## src/rtl/cdc_fifo_writer.sv

```systemverilog
// cdc_fifo_writer: write-side transmitter for the async CDC FIFO.
// Tags each accepted source word with SOF/EOF flags and feeds it through a
// two-entry (out + skid) buffer into the FIFO write port. Because of the skid
// entry, s_ready comes straight from a register.
// Word format: wdata[DSIZE-1]=SOF, wdata[DSIZE-2]=EOF, wdata[PWIDTH-1:0]=payload.
// DSIZE must equal PWIDTH+2.
//
// Ports:
//   wclk      in   write-domain clock, rising edge
//   rrst      in   synchronous active-high reset
//   s_data    in   source payload            [PWIDTH]
//   s_valid   in   source word valid
//   s_last    in   last word of frame (qualified by s_valid)
//   s_ready   out  block accepts a word this cycle (registered)
//   wdata     out  FIFO write data           [DSIZE]
//   winc      out  FIFO write strobe (out_valid & ~wfull)
//   wfull     in   FIFO full, registered at the FIFO
//   frame_cnt out  frames whose EOF word was pushed, wraps    [CNT_W]
//   stall_cnt out  cycles a pending word was blocked, saturates [CNT_W]
//   busy      out  frame open or any word buffered (registered)
module cdc_fifo_writer #(
    parameter int unsigned DSIZE  = 34,
    parameter int unsigned PWIDTH = 32,
    parameter int unsigned CNT_W  = 16
) (
    input  logic              wclk,
    input  logic              rrst,
    input  logic [PWIDTH-1:0] s_data,
    input  logic              s_valid,
    input  logic              s_last,
    output logic              s_ready,
    output logic [DSIZE-1:0]  wdata,
    output logic              winc,
    input  logic              wfull,
    output logic [CNT_W-1:0]  frame_cnt,
    output logic [CNT_W-1:0]  stall_cnt,
    output logic              busy
);

    typedef enum logic {IDLE, FRAME} state_t;

    state_t             state_q, state_d;
    logic               out_valid_q, out_valid_d;
    logic [DSIZE-1:0]   out_data_q, out_data_d;
    logic               skid_valid_q, skid_valid_d;
    logic [DSIZE-1:0]   skid_data_q, skid_data_d;
    logic [CNT_W-1:0]   frame_cnt_q, frame_cnt_d;
    logic [CNT_W-1:0]   stall_cnt_q, stall_cnt_d;
    logic               busy_q, busy_d;
    logic               s_ready_q, s_ready_d;

    logic               accept;
    logic               push;
    logic [DSIZE-1:0]   in_word;

    // State and buffer registers
    always_ff @(posedge wclk) begin
        if (rrst) begin
            state_q      <= IDLE;
            out_valid_q  <= 1'b0;
            out_data_q   <= '0;
            skid_valid_q <= 1'b0;
            skid_data_q  <= '0;
            frame_cnt_q  <= '0;
            stall_cnt_q  <= '0;
            busy_q       <= 1'b0;
            s_ready_q    <= 1'b1;
        end else begin
            state_q      <= state_d;
            out_valid_q  <= out_valid_d;
            out_data_q   <= out_data_d;
            skid_valid_q <= skid_valid_d;
            skid_data_q  <= skid_data_d;
            frame_cnt_q  <= frame_cnt_d;
            stall_cnt_q  <= stall_cnt_d;
            busy_q       <= busy_d;
            s_ready_q    <= s_ready_d;
        end
    end

    // Next-state, buffer steering and counters
    always_comb begin
        state_d      = state_q;
        out_valid_d  = out_valid_q;
        out_data_d   = out_data_q;
        skid_valid_d = skid_valid_q;
        skid_data_d  = skid_data_q;
        frame_cnt_d  = frame_cnt_q;
        stall_cnt_d  = stall_cnt_q;

        accept  = s_valid & s_ready_q;
        push    = out_valid_q & ~wfull;
        in_word = {(state_q == IDLE), s_last, s_data};

        // Frame tracking advances only on accepted words
        if (accept) begin
            state_d = s_last ? IDLE : FRAME;
        end

        if (!out_valid_q || push) begin
            // Out register is free this cycle; skid (older) goes first
            if (skid_valid_q) begin
                out_valid_d  = 1'b1;
                out_data_d   = skid_data_q;
                skid_valid_d = accept;
                if (accept) begin
                    skid_data_d = in_word;
                end
            end else begin
                out_valid_d = accept;
                if (accept) begin
                    out_data_d = in_word;
                end
            end
        end else if (accept) begin
            // Out is held by wfull; park the new word in the skid entry
            skid_valid_d = 1'b1;
            skid_data_d  = in_word;
        end

        if (push && out_data_q[DSIZE-2]) begin
            frame_cnt_d = frame_cnt_q + CNT_W'(1);
        end

        if (out_valid_q && wfull && (stall_cnt_q != {CNT_W{1'b1}})) begin
            stall_cnt_d = stall_cnt_q + CNT_W'(1);
        end

        // Registered forms of busy and s_ready derived from next-cycle state
        busy_d    = (state_d == FRAME) | out_valid_d | skid_valid_d;
        s_ready_d = ~skid_valid_d;
    end

    // out_data is left untouched when out empties, so wdata holds its last value
    assign wdata     = out_data_q;
    assign winc      = push;
    assign s_ready   = s_ready_q;
    assign frame_cnt = frame_cnt_q;
    assign stall_cnt = stall_cnt_q;
    assign busy      = busy_q;

endmodule
```

## config.mk

```make
export PLATFORM = sky130hd
export DESIGN_NAME = cdc_fifo_writer
export DESIGN_NICKNAME = d
export VERILOG_FILES = /design/src/rtl/cdc_fifo_writer.sv
export SDC_FILE = /design/constraint.sdc
export NUM_CORES = 1
export LEC_CHECK = 0
export CORE_ASPECT_RATIO = 2
export CORE_MARGIN = 1
export CORE_UTILIZATION = 49
export DETAILED_ROUTE_END_ITERATION = 6
export GPL_ROUTABILITY_DRIVEN = 0
export PLACE_DENSITY = 0.88
export SLEW_MARGIN = 20
export SYNTH_ARGS = -nofsm -noshare
export SYNTH_HDL_FRONTEND = slang
export SYNTH_SLANG_ARGS = --single-unit
```

## constraint.sdc

```tcl
create_clock -name wclk -period 2.5 [get_ports wclk]
set_clock_uncertainty 0.1 [all_clocks]
set_input_delay 0.25 -clock wclk [delete_from_list [all_inputs] [get_ports wclk]]
set_output_delay 0.25 -clock wclk [all_outputs]
set_load 0.05 [all_outputs]
```

; After elaboration in Yosys (flattened, before gate mapping)
; Cells that the tools add are included.
[op_classes]
n_reduce_logical = 7
add_sub_neg = 2
n_mux = 12
n_bitwise = 7
eq_ne = 2
[ops]
columns = operator, count
row1 = $mux W34, 5
row2 = $add A16 B1 Y16 const B, 2
row3 = $ne A16 B16 Y1 const B, 1
row4 = $mux W1, 7
row5 = $logic_and A1 B1 Y1, 3
row6 = $not A1 Y1, 3
row7 = $and A1 B1 Y1, 2
row8 = $ne A2 B2 Y1 const B, 1
row9 = $or A1 B1 Y1, 2
row10 = $reduce_and A2 Y1, 1
row11 = $reduce_bool A2 Y1, 1
row12 = $logic_not A1 Y1, 1
row13 = $logic_or A1 B1 Y1, 1
[word_totals]
word_cells = 39
register_bits = 105

; Depth between registers and ports, before layout
; Gate-level depths: netlist of run 1.
[depth]
ltp_word = 6
mapped_depth = 6
mapped_depth_nobuf = 5

; Worst setup path after synthesis of run 1
; No wires, ideal clock.
[synth_path]
path_kind = register to register
from = register stall_cnt_q[0], in the netlist stall_cnt[0]
to = register stall_cnt_q[8], in the netlist stall_cnt[8]
path_buffers = 0
t_arrival_ns = 2.101
path_slack_ns = 0.228
stages_incl_launch_ff = 6
setup_time_ns = 0.070
synth_period_minus_slack_ns = 2.272
cell_sequence = dfxtp_1 > ha_1 > nand3_1 > or3_1 > or3_1 > a21oi_1
[synth_between]
elab_chain_cells = 2
elab_cells_between_ends = 3
cone_classes = add/sub (1) / eq/ne (1) / reduce/logical (1)
[synth_rtl]
columns = item, line
row1 = "start, declared", 48  ; logic [CNT_W-1:0] stall_cnt_q, stall_cnt_d;
row2 = "start signal, assigned", 75  ; stall_cnt_q <= stall_cnt_d;
row3 = branches (longest 2 deep; another with $add A16 B1 Y16), --
; Several ways; the timed one is not identified.
; A chain may end at the register's enable or synchronous reset.

; Worst setup path after layout of run 1
[layout_path]
from = register stall_cnt_q[0], in the netlist stall_cnt[0]
to = register stall_cnt_q[9], in the netlist stall_cnt[9]
; The elaborated chain is that of the path after synthesis.

==> impl_metrics.json, run 1 <==
{
  "power_leakage_nw": 1.96,
  "clock_sink_count": 105,
  "die_width_um": 68.6,
  "final_setup_violation_count": 0,
  "cts-htree-levels": 3,
  "synth-warning-count": 0,
  "worstHoldPathType": "in2reg",
  "syn_area_per_cell_um2": 8.70,
  "timing.final.max_slew_violations": 0,
  "placedCellCount": 684,
  "cts.clk_slew.worst_paths_ps": 70,
  "viasPerCell": 5.77,
  "post-route-period-util_pct": 87.5,
  "grt_pass1_vias": 3898,
  "initial_utilization_pct": 50.3,
  "final_hold_violation_count": 0,
  "cts_tree": "done",
  "layout-drive-gt1-share_pct": 6.17,
  "ctsHoldBuffers": 0,
  "port_buffers": 105,
  "setup_ws_ps": 313,
  "clk-insertion-delay-late_ps": 340,
  "worstPathMaxFanout": 9,
  "die_height_um": 135,
  "fmax_mhz": 457,
  "ys_dominant_reg_cell": "dfxtp_1",
  "unrepaired_setup_endpoints_after_global_routing": "no",
  "synth_enable_flop_cells": 0,
  "detailedRoute.firstIterationViolations": 330,
  "initial_antenna_violation_count": 0,
  "worst-endpoint-required_ps": 2630,
  "drv.max_cap_violation_count": 0,
  "postSynth.asyncResetShare_pct": 0,
  "fp.dieArea_um2": 9280,
  "clock_path_buffers": 2,
  "synth_cells": 500,
  "flow.area_growth_from_synthesis_pct": 34.9,
  "ios": 106,
  "synthesis.nets": 539,
  "ys_seq_area_share_pct": 48.3,
  "n_antenna_cell": 0,
  "drc_errors": 0,
  "startpoint_type": "flip-flop",
  "ctsResizeCount": 0,
  "worst-setup-path-type": "reg2reg",
  "postCtsSetupBuffers": 0,
  "grt.overflow.total": 0,
  "worst_slew_margin_rel_pct": 57.0,
  "detailedPlacementHpwl_mm": 7.68,
  "detailedRoute.firstPassIterationCount": 4,
  "number_of_buffers_created_by_cts": 9,
  "powerDensity_nw_per_um2": 674,
  "wl_met3_um": 396,
  "wire_length_of_the_first_global_routing_pass_mm": 17.8,
  "drt-total-wl_mm": 10.9,
  "met2RoutedLength_mm": 6.04,
  "run_status": "finished, final reports clean",
  "grt_start_max_net_pins": 68,
  "layout.cells.non_filler": 700,
  "cell_area_after_technology_mapping_um2": 4350,
  "cp_data_arrival_time_ps": 2320,
  "core_region_area_um2": 8650,
  "yosys_reg_bits": 105,
  "critical_path.endpoint_type": "flip-flop",
  "detail_route.wirelength.met1_mm": 4.08,
  "drt-wirelength-per-cell_um": 15.6,
  "setup_total_negative_slack_ps": 0,
  "max_slew.worst_pin.slew_ps": 641,
  "design.final.nets": 634,
  "vias": 4041,
  "fillers": 725,
  "rows": 48,
  "finalWorstPathRequiredPeriod_ps": 2190,
  "drt.antenna.violating_nets": 0,
  "yosys.cell_types.count": 40,
  "grt_util_all_layers_pct": 25.0,
  "timing.hold.ws_ps": 310,
  "detailedPlace.worstSlack_ps": 237,
  "ir_drop_uv": 711,
  "highest-signal-layer": "met4",
  "cts-root-buf": "clkbuf_16"
}
[layout by cell type (no fill, tap or decap), drive strengths merged, types with 2 or more instances in the layout]
cell type	instances
and3b	2
clkdlybuf4s50	104
dfxtp	105
or3	10
clkinvlp	2
nor2	51
nor4	5
ha	2
nor2b	3
a21oi	55
and4	3
xnor2	3
buf	13
inv	4
a211oi	34
and2	2
a311oi	2
o31ai	9
clkbuf	12
nand2	78
nand4	10
o21ai	12
or4	9
mux2i	36
xor2	6
a31oi	2
bufinv	2
nand3	11
nor3	6
[sequential cells by signal, indices dropped and copies added (netlist names)]
register,flops
skid_valid_q,1
busy,1
skid_data_q,34
out_valid_q,1
stall_cnt,16
wdata,34
s_ready,1
state_q,1
frame_cnt,16
[Yosys cell counts (all sizes together), types with 9 or more instances]
cell type / number / area (um^2)
a211oi: 34 / 255
a21oi: 55 / 275
buf: 10 / 41.3
clkbuf: 23 / 86.3
dfxtp: 105 / 2100
mux2i: 36 / 360
nand2: 78 / 293
nand3: 11 / 55.1
nand4: 10 / 83.8
nor2: 51 / 191
o21ai: 12 / 60.1
o31ai: 9 / 67.6
or3: 10 / 62.6
or4: 9 / 71.3
[final timing paths]
| kind | startpoint | to | slack [ps] | cells past startpoint |
|---|---|---|---|---|
| worst max-delay path | stall_cnt[0] | stall_cnt[9] | 310 | 5 |
| worst min-delay path | rrst | state_q | 310 | 2 |
| worst max register to register | stall_cnt[0] | stall_cnt[9] | 310 | 5 |
| worst min register to register | skid_data_q[32] | skid_data_q[32] | 350 | 2 |
[critical path: stages, from the launching register on]
cell,delay (ps)
dfxtp_1,430
ha_1,230
nand3_1,280
nor3_1,630
nor4_1,110
mux2_2,290
[logic make-up (layout without fill, tap and decap cells)]
family	count (synthesis)	count (layout)	synth area share, %
buffers and inverters	37	137	3.28
xor gates and xnor gates	9	9	1.81
AOI/OAI and AO/OA	115	115	16.0
and+or+nand+nor	195	195	21.5
muxes	37	37	8.54
DFF	105	105	48.3
adders and majority gates	2	2	0.575
[stage by stage]
stage | instance area [um^2] | power (mW) | util [%]
floorplan | 4350 | 2.21 | -
global placement | 5540 | 2.44 | 64.0
detailed placement | 5540 | 2.46 | 64.0
CTS | 5870 | 3.97 | 67.9
global route | 5870 | 4.10 | 67.9
finish | 5870 | 3.95 | 67.9
[layer usage]
layer | vias to the layer above | global-route usage [%]
met5 | - | 0
met4 | 0 | 12.6
met3 | 30 | 4.29
met2 | 126 | 44.4
met1 | 1910 | 27.0
li1 | 1975 | -
[where the power goes]
part           total [mW]  internal, mW  switching [mW]
logic               0.626         0.232           0.394
clock network        1.53         0.932           0.599
registers            1.80          1.75          0.0463
[area by class of cell]
class	instances	area, um^2	share of cell area (%)
clock buffers	12	256	4.37
clock inverters	4	75.1	1.28
inverters	4	15.0	0.256
multi-input cells	358	2130	36.3
flip-flops and latches	105	2100	35.8
well taps	100	125	2.13
repair buffers	117	1160	19.8
Note: power is estimated with default switching activity, not from simulation.
==> run 2: changes to the inputs <==
- CTS_CLUSTER_SIZE: unset -> 16
==> results of run 2 <==
Final layout, timing and power as in run 1 (identical DEF).
==> run 3: changes to the inputs <==
- CORE_ASPECT_RATIO: 2 -> unset
==> impl_metrics.json, run 3 (synthesis gave the netlist of run 1 again) <==
{
  "run_status": "finished, final reports clean",
  "cp_cell_sequence": "ha_1 > nand3_1 > nor3_1 > nor4_1 > mux2_2",
  "worst_r2r_endpoint": "stall_cnt[9]",
  "grt.overflow.total": 0,
  "die_width_um": 96.2,
  "wire_length_of_the_first_global_routing_pass_mm": 16.6,
  "drt-total-wl_mm": 10.5,
  "fmax_mhz": 449,
  "flow.area_growth_from_synthesis_pct": 32.6,
  "vias": 4025,
  "placedCellCount": 692,
  "number_of_buffers_created_by_cts": 9,
  "powerDensity_nw_per_um2": 617,
  "max_slew.worst_pin.slew_ps": 632,
  "grt_util_all_layers_pct": 22.9,
  "combinationalPowerShare_pct": 17.4,
  "worstHoldStart": "rrst",
  "timing.hold.ws_ps": 220,
  "finish.utilization_pct": 66.5,
  "initial_utilization_pct": 50.1,
  "detailedPlacementHpwl_mm": 7.30,
  "drt-wirelength-per-cell_um": 14.8,
  "die_height_um": 96.2,
  "design.final.nets": 634,
  "worst_case_register_to_register_setup_slack_ps": 270,
  "ir_drop_uv": 330,
  "timing.final.max_slew_violations": 0,
  "fillers": 731,
  "viasPerCell": 5.69,
  "layout_common_cells": "dfxtp_1 (104), clkdlybuf4s50_1 (104), nand2_1 (78), a21oi_1 (53), nor2_1 (51)",
  "wl_met3_um": 524,
  "final_setup_violation_count": 0,
  "critical-path-max-stage-delay_ps": 630,
  "setup_total_negative_slack_ps": 0,
  "finalWorstPathRequiredPeriod_ps": 2230,
  "multiInputGateArea_um2": 2130,
  "grt_start_max_net_pins": 68,
  "grt_pass1_vias": 3627,
  "detailedRoute.firstPassIterationCount": 5,
  "whs_path_depth": 2,
  "worst-endpoint-required_ps": 2630,
  "path_delay_family": "simple AND/OR/NAND/NOR gates",
  "cts-root-buf": "clkbuf_8",
  "internal_power_mw": 2.58,
  "postCtsSetupBuffers": 0,
  "clock_path_buffers": 2,
  "n_antenna_cell": 0,
  "detail_route.wirelength.met1_mm": 4.42,
  "cts.clk_slew.worst_paths_ps": 100,
  "worstHoldPathType": "in2reg",
  "worst_r2r_path_depth": 5,
  "cts-htree-levels": 3,
  "unrepaired_setup_endpoints_after_global_routing": "no",
  "cp_data_arrival_time_ps": 2360,
  "critical_path.endpoint_type": "flip-flop",
  "post-route-period-util_pct": 89.1,
  "pwr-share-seq_pct": 50.6,
  "critical_path.n_buffers_inverters": 0,
  "initial_antenna_violation_count": 0,
  "cts_tree": "done",
  "ctsResizeCount": 0,
  "crit_slowest_cell": "nor3_1",
  "switching_power_mw": 0.983,
  "startpoint_type": "flip-flop",
  "power_leakage_nw": 1.91,
  "clock_sink_count": 105,
  "worstPathMaxFanout": 9,
  "drc_errors": 0,
  "worst_r2r_startpoint": "stall_cnt[1]",
  "rows": 34,
  "layout.area.seq_um2": 2100,
  "met2RoutedLength_mm": 5.37,
  "power.switching_fraction_pct": 27.6,
  "port_buffers": 105,
  "worst-setup-path-type": "reg2reg",
  "worst_slew_margin_rel_pct": 57.6,
  "ios": 106,
  "highest-signal-layer": "met4",
  "p_clk_share_pct": 32.1,
  "layout.cells.non_filler": 708,
  "design_power_total_mw": 3.56,
  "core_region_area_um2": 8680,
  "drt.antenna.violating_nets": 0,
  "drv.max_cap_violation_count": 0,
  "detailedRoute.firstIterationViolations": 147,
  "layout-drive-gt1-share_pct": 6.00,
  "clk-insertion-delay-late_ps": 340,
  "ctsHoldBuffers": 0,
  "min_to": "skid_data_q[0]",
  "final_hold_violation_count": 0,
  "fp.dieArea_um2": 9260
}
==> run 3: power by group through the flow <==
stage               Clock [mW]  Combinational, mW  Sequential (mW)
floorplan                    0              0.193             2.02
CTS                       1.16              0.621             1.80
finish                    1.14              0.618             1.80
global placement             0              0.605             1.83
detailed placement           0              0.619             1.84
global route              1.24              0.659             1.81
==> run 3: how the worst max path moves through the flow <==
stage	startpoint	slack, ps	cells past startpoint	endpoint
6_report	stall_cnt[1]	270	5	stall_cnt[9]
3_3_place_gp	wfull	310	5	frame_cnt[14]
4_1_cts	stall_cnt[0]	320	5	stall_cnt[9]
5_1_grt	stall_cnt[1]	150	5	stall_cnt[9]
3_5_place_dp	wfull	280	5	frame_cnt[14]
2_1_floorplan	stall_cnt[0]	230	5	stall_cnt[8]
==> run 3: worst register-to-register path, cell delays in order (launching register included) <==
cell and delay, ps:
dfxtp_1 440, ha_1 230, nand3_1 280, nor3_1 630, nor4_1 130, mux2_2 300
==> run 3: per-layer routing <==
layer / vias up / GRT usage, %
li1: 1960 / -
met1: 1916 / 28.0
met2: 135 / 39.1
met3: 14 / 4.11
met4: 0 / 10.1
met5: - / 0
==> run 3: area by class of cell <==
type	instances	area share, %
clock buffer	12	2.52
tap	108	2.34
clock inverter	4	1.32
sequential	105	36.4
timing repair buffer	117	20.2
multi-input combinational	358	36.9
inverter	4	0.260
==> run 3: per-stage QoR <==
stage	setup slack [ps]	instance area, um^2
after CTS	317	5770
after global placement	308	5550
final	272	5770
after floorplan	228	4350
after detailed placement	279	5550
after global routing	153	5770
